**src/rtl/bus_memory_responder.sv**
```systemverilog
// Memory-side responder for the multiplexed 16-bit address/data bus: latches the
// address phase, decodes a word window, and serves a local RAM with programmable wait states.
module bus_memory_responder #(
  parameter logic [15:0] BASE_ADDR   = 16'h0000,
  parameter int          ADDR_W      = 6,
  parameter int          WAIT_STATES = 2
) (
  input  logic        clk,
  input  logic        rst_,
  input  logic        ale,
  input  logic        rd_,
  input  logic        wr_,
  input  logic        den_,
  input  logic        dtr_,
  input  logic [15:0] ad_in,
  output logic [15:0] ad_out,
  output logic        ad_oe,
  output logic        ready,
  output logic        bus_err
);

  localparam int         DEPTH    = 1 << ADDR_W;
  localparam logic [3:0] CNT_INIT = (WAIT_STATES > 0) ? 4'(WAIT_STATES - 1) : 4'd0;

  typedef enum logic [2:0] {S_IDLE, S_ADDR, S_WAIT, S_DATA, S_DONE} state_t;

  state_t              state_reg, state_next;
  logic [ADDR_W-1:0]   addr_q_reg, addr_q_next;
  logic                sel_reg, sel_next;
  logic [3:0]          cnt_reg, cnt_next;
  logic                ready_reg, ready_next;
  logic                bus_err_reg, bus_err_next;
  logic                mem_we;
  logic [15:0]         win_off;
  logic                win_hit;
  logic                dtr_bad;

  logic [15:0] mem [DEPTH];

  // Offset is taken modulo 2^16 so windows straddling 16'hFFFF decode correctly.
  assign win_off = ad_in - BASE_ADDR;
  assign win_hit = (win_off >> ADDR_W) == 16'd0;
  assign dtr_bad = (~rd_ & dtr_) | (~wr_ & ~dtr_);

  always_ff @(posedge clk or negedge rst_) begin
    if (!rst_) begin
      state_reg   <= S_IDLE;
      addr_q_reg  <= '0;
      sel_reg     <= 1'b0;
      cnt_reg     <= 4'd0;
      ready_reg   <= 1'b1;
      bus_err_reg <= 1'b0;
    end else begin
      state_reg   <= state_next;
      addr_q_reg  <= addr_q_next;
      sel_reg     <= sel_next;
      cnt_reg     <= cnt_next;
      ready_reg   <= ready_next;
      bus_err_reg <= bus_err_next;
    end
  end

  always_comb begin
    state_next   = state_reg;
    addr_q_next  = addr_q_reg;
    sel_next     = sel_reg;
    cnt_next     = cnt_reg;
    ready_next   = ready_reg;
    bus_err_next = 1'b0;
    mem_we       = 1'b0;
    if (ale) begin
      // A new address phase always wins and abandons whatever was in flight.
      addr_q_next = ad_in[ADDR_W-1:0];
      sel_next    = win_hit;
      state_next  = S_ADDR;
      ready_next  = 1'b1;
    end else if (state_reg != S_IDLE && !rd_ && !wr_) begin
      bus_err_next = 1'b1;
      state_next   = S_IDLE;
      ready_next   = 1'b1;
    end else begin
      case (state_reg)
        S_ADDR: begin
          if (!sel_reg) begin
            if (rd_ && wr_) state_next = S_IDLE;
          end else if (rd_ ^ wr_) begin
            if (dtr_bad) begin
              bus_err_next = 1'b1;
              state_next   = S_IDLE;
              ready_next   = 1'b1;
            end else if (WAIT_STATES > 0) begin
              state_next = S_WAIT;
              cnt_next   = CNT_INIT;
              ready_next = 1'b0;
            end else begin
              state_next = S_DATA;
            end
          end
        end
        S_WAIT: begin
          if (rd_ && wr_) begin
            state_next = S_IDLE;
            ready_next = 1'b1;
          end else if (cnt_reg == 4'd0) begin
            state_next = S_DATA;
            ready_next = 1'b1;
          end else begin
            cnt_next = cnt_reg - 4'd1;
          end
        end
        S_DATA: begin
          if (!wr_) begin
            if (!den_) begin
              mem_we     = 1'b1;
              state_next = S_DONE;
            end
          end else if (rd_) begin
            state_next = S_IDLE;
          end
        end
        S_DONE: begin
          if (wr_) state_next = S_IDLE;
        end
        default: state_next = S_IDLE;
      endcase
    end
  end

  always_ff @(posedge clk) begin
    if (mem_we) mem[addr_q_reg] <= ad_in;
  end

  assign ad_out  = (state_reg == S_DATA) ? mem[addr_q_reg] : 16'h0000;
  assign ad_oe   = (state_reg == S_DATA) & ~rd_ & ~den_ & sel_reg;
  assign ready   = ready_reg;
  assign bus_err = bus_err_reg;

endmodule

```
**config.mk**
```make
export PLATFORM = sky130hd
export DESIGN_NAME = bus_memory_responder
export DESIGN_NICKNAME = d
export VERILOG_FILES = /design/src/rtl/bus_memory_responder.sv
export SDC_FILE = /design/constraint.sdc
export NUM_CORES = 1
export LEC_CHECK = 0
export CORE_MARGIN = 2
export CORE_UTILIZATION = 44
export DETAILED_ROUTE_END_ITERATION = 16
export GPL_ROUTABILITY_DRIVEN = 0
export HOLD_SLACK_MARGIN = 0.06
export PLACE_DENSITY_LB_ADDON = 0.12
export SKIP_LAST_GASP = 1
export SYNTH_ARGS = -nofsm -noshare
export SYNTH_HDL_FRONTEND = slang
export SYNTH_SLANG_ARGS = --single-unit
export TNS_END_PERCENT = 30
```
**constraint.sdc**
```tcl
create_clock -name clk -period 8.3 [get_ports clk]
set_clock_uncertainty 0.1 [all_clocks]
set_input_delay 0.83 -clock clk [delete_from_list [all_inputs] [get_ports clk]]
set_output_delay 0.83 -clock clk [all_outputs]
set_load 0.01 [all_outputs]
```
== Word-level counts from Yosys, hierarchy flattened ==
Memory sizes are Yosys's and may differ from the RTL's.
Cells that the tools add are included.
W data, S select, Z words.
Operators by class
  add/sub/neg operators: 1
  equal/unequal tests: 17
  muxes and demuxes: 40
  bitwise operators: 13
  reductions and logical operators: 13
Operators by type and width (number)
  $mux W3: 11
  $ne A5 B5 Y1 const B: 5
  $mux W4: 5
  $mux W1: 19
  $logic_not A16 Y1: 1
  $mux W16: 1
  $ne A4 B4 Y1 const B: 3
  $pmux W3 S4: 1
  $ne A2 B2 Y1 const B: 5
  $pmux W4 S2: 1
  $reduce_and A8 Y1: 1
  $eq A3 B2 Y1 const B: 2
  $not A1 Y1: 6
  $reduce_and A6 Y1: 1
  $and A1 B1 Y1: 5
  $logic_not A4 Y1: 1
  $reduce_and A4 Y1: 1
  $reduce_bool A4 Y1: 1
  $sub A4 B1 Y4 const B: 1
  $eq A3 B1 Y1 const B: 1
  $eq A3 B3 Y1 const B: 1
  $logic_and A1 B1 Y1: 3
  $reduce_bool A3 Y1: 1
  $logic_not A1 Y1: 2
  5 further kinds: 5
Storage, ports and cells
  flip-flop bits (word level): 16
  RAM bits: 1024
  input bits: 23
  output and inout port bits: 19
  memories: 1
Memory list
  mem: depth 64, width 16, read ports 1, clocked after Yosys merged registers in 0, write ports 1, RTL line 38  | logic [15:0] mem [DEPTH];

== Longest topological paths before layout ==
  word-level depth: 9
  mapped depth: 11
  mapped depth without buffers: 8

== Worst setup path before layout ==
Ideal clock, no wire load.
  path kind: reg-to-output
  from: register addr_q_reg[2]
  to: output ad_out[3]
  arrival: 1.808 ns
  required time: 7.370 ns
  slack: 5.562 ns
  cell stages (with the launch flop): 9
  buffers on the path: 2
  cells stage by stage: dfrtp_1 > buf_4 > buf_6 > mux2_4 > a221o_1 > o21ai_1 > a21oi_1 > a2111oi_2 > a41oi_1
Between the ends
  cells in the longest elaborated chain, start to end: 2
RTL lines
  from (decl): RTL line 28  | logic [ADDR_W-1:0] addr_q_reg, addr_q_next;
  from (signal assigned): RTL line 55  | addr_q_reg <= addr_q_next;
  $mem_v2 Z64 W16
  $mux W16: RTL line 133  | assign ad_out = (state_reg == S_DATA) ? mem[addr_q_reg] : 16'h0000;
  to (decl): RTL line 16  | output logic [15:0] ad_out,
Every way passes these cells.

== Worst setup path in the final report ==
  from: register addr_q_reg[0]
  to: output ad_out[15]
Same word-level chain as after synthesis.

==> impl_results.md <==
* Worst R2R End: mem[18][5]
* Min-Delay Path Class: flip-flop to flip-flop
* Post-CTS setup buffers at 0
* Crit path capture type: primary output
* CTS sink count at 1040
* Pwr dens at 255.0 nW/um^2
* Post_cts resized at 0
* Largest net degree at the start of global routing at 88
* Leakage Power at 14.21 nW
* Critical Path AT at 5500 ps
* YS warnings at 0
* Setup CP Type: flip-flop to primary output
* FMAX at 0.1556 GHz
* Rows at 110
* Area delta synth->final at 13.29%
* Final setup vio count at 0
* Setup slack, reg-to-reg at 3530 ps
* Internal power at 8.830 mW
* Worst Tran Pin Value at 1234 ps
* Placed cell count at 3475
* Gr usage total at 26.87%
* Finished Layout Cells at 3676
* Sw frac at 23.96%
* # hold bufs at CTS at 0
* DRT iter0 DRCs at 3184
* Vias at 23919
* First-pass GRT wire length at 178600 um
* Register area at 31160 um^2
* Full die area at 93790 um^2
* CTS H-tree depth at 3
* Final min period at 6429 ps
* Async set-reset flop share out of synthesis at 1.538%
* Antenna Cells at 0
* Setup TNS at 0 ps
* #FFs+latches synth at 1040
* Routed wire length at 127300 um
* Worst-path clk slew at 60 ps
* Max-Cap Viols at 0
* DRC Markers at 0
* Final Cycle Share at 77.45%
* CTS Buf Count at 108
* Path depth of the worst reg2reg path at 6
* Clk Latency, worst-skew pair at 680 ps
* Avg WL per Cell at 34.64 um
* Synth cell count leaders: 1024 x edfxtp_1, 215 x a221oi_1, 182 x nor2_1, 142 x a22oi_1, 92 x buf_2
* Final Util at 50.44%
* Adder-cell area share of the yosys netlist at 0.09338%
* Flop pwr share at 50.1%
* Reg2reg start: addr_q_reg[2]
* IO buf count at 41
* TritonCTS clock tree: yes
* Number of flip-flops in the largest register at 1024
* Combinational power share at 8.7%
* Final hold vios at 0
* Maximum vdd ir drop at 176.6 uV
* Fillers at 7376
* Antenna Violating Nets Remaining at 0
* Die Width at 306.3 um
* Starting Density at 44.52%
* WP data required at 7370 ps
* CP startpoint: addr_q_reg[0]
* Critical Path End: ad_out[15]
* Synth Area in XOR/XNOR at 0%
* Post-DP HPWL at 74040 um
* CORE AREA at 90290 um^2
* Die Height at 306.3 um
* # IOs at 42
* Sw Pwr at 2.782 mW
* Synth unique cells at 67
* Post-Synthesis Cell Area at 40200 um^2
* Syn nets at 2340
* Slew Limit Fails at 0
* Initial antenna violation count at 1
* Yosys top cell by area: edfxtp_1
* Simple-gate area share of the yosys netlist at 3.405%
* Fraction of synthesized area in multiplexers at 4.158%
* Largest family of logic cells by synthesized area: compound AO/OA/AOI/OAI gates
* Clk buf depth at 3
* Count leader, synth: edfxtp_1
* Compound-Gate Fraction of Synth Area at 12.40%
* CP Max Fanout at 42
* # nets final at 2435
* Design Power at 11.61 mW
* Hold path start: cnt_reg[0]
* Outcome: finished clean
* RSZ-0062 raised after global routing: false
* Post-Syn Area per Cell at 17.37 um^2
* Grt total ovfl at 0
* Prevailing post-synth register cell: edfxtp_1
* Multi-input gate area at 8142 um^2
* Vias in the first global route at 23032
* Top cells by area, synth: edfxtp_1 76%, a221oi_1 4.7%, a22oi_1 2.7%, nor2_1 1.7%, mux2i_1 1.7%
* Crit path launch type: flip-flop
* Max_slew headroom at 17.53%
* Layout cells sized above 1 at 15.40%
* Post-synthesis sequential area ratio at 77.50%
* First-pass DRT Iterations at 6
* Vias/cell at 6.507
* Post-Syn Instances at 2314
* Clock group share of total power at 41.2%
* Top cell type's share of synthesized area at 76.50%
* Number of synthesized flops with an enable pin at 1024
* Clock Tree Root: clkbuf_16
layout by cell type (no fill, tap or decap), types with 19 or more instances in the layout:
master and n:
clkdlybuf4s50_1 25, mux2_2 30, edfxtp_1 1024, buf_4 118, clkbuf_1 21, a221oi_1 215
o221ai_1 21, nand2_1 28, a31oi_1 19, nor3_1 22, mux2i_1 68, o21ai_0 71
a22oi_1 142, a21oi_1 44, clkinv_2 21, clkinv_1 28, clkbuf_16 110, mux4_2 26
o22ai_1 59, nor2_1 181
through the flow:
| step | setup slack, ps | area (um^2) | hold slack, ps |
|---|---|---|---|
| 2_1_floorplan | 5562 | 40200 | 363.9 |
| 5_1_grt | 1904 | 45540 | 426.3 |
| 3_3_place_gp | 2788 | 42080 | 374.3 |
| 4_1_cts | 2055 | 45540 | 401.1 |
| 3_5_place_dp | 2758 | 42080 | 389.5 |
| 6_report | 1871 | 45540 | 405.0 |
metal layers:
| layer | vias up | wire, um | global-route usage, % |
|---|---|---|---|
| met1 | 12526 | 52540 | 38.27 |
| li1 | 9872 | - | - |
| met5 | - | 0 | 0 |
| met3 | 222 | 11650 | 4.880 |
| met4 | 0 | 4812 | 10.03 |
| met2 | 1299 | 58340 | 41.46 |
how the worst min path moves through the flow:
stage | end | cells past startpoint
final | cnt_reg[0] | 1
after global routing | cnt_reg[0] | 1
after CTS | cnt_reg[0] | 1
after detailed placement | cnt_reg[0] | 1
after global placement | cnt_reg[1] | 2
after floorplan | cnt_reg[1] | 2
worst max-delay path, stage by stage (launching register included):
cell	delay, ps
dfrtp_4	760
buf_4	360
nor2_4	950
buf_4	550
a221oi_1	160
nor3_1	640
nor3_1	160
and4_1	240
a31oi_1	290
clkdlybuf4s50_1	610
cell type report:
class                      count  area share, %
clock inverter                70          1.390
tap                         1176          3.231
inverter                       6        0.05220
sequential                  1040          68.43
clock buffer                 131          6.218
multi-input combinational   1091          17.88
timing repair buffer         162          2.802
cells by family (layout without fill, tap and decap cells):
kind of cell             Yosys count  in the layout
multiplexers                     129            129
buffers and inverters            183            369
AO/OA/AOI/OAI                    659            659
flip-flops                      1040           1040
AND/OR/NAND/NOR                  300            300
adder cells (fa/ha/maj)            3              3
power by group through the flow:
stage / clock (mW) / sequential [mW] / combinational [mW]
CTS: 4.83 / 5.82 / 0.999
global placement: 0 / 5.93 / 0.984
global route: 5.04 / 5.82 / 1.05
detailed placement: 0 / 5.93 / 0.995
floorplan: 0 / 5.90 / 0.559
finish: 4.78 / 5.82 / 1.01
Note: power is estimated with default switching activity, not from simulation.
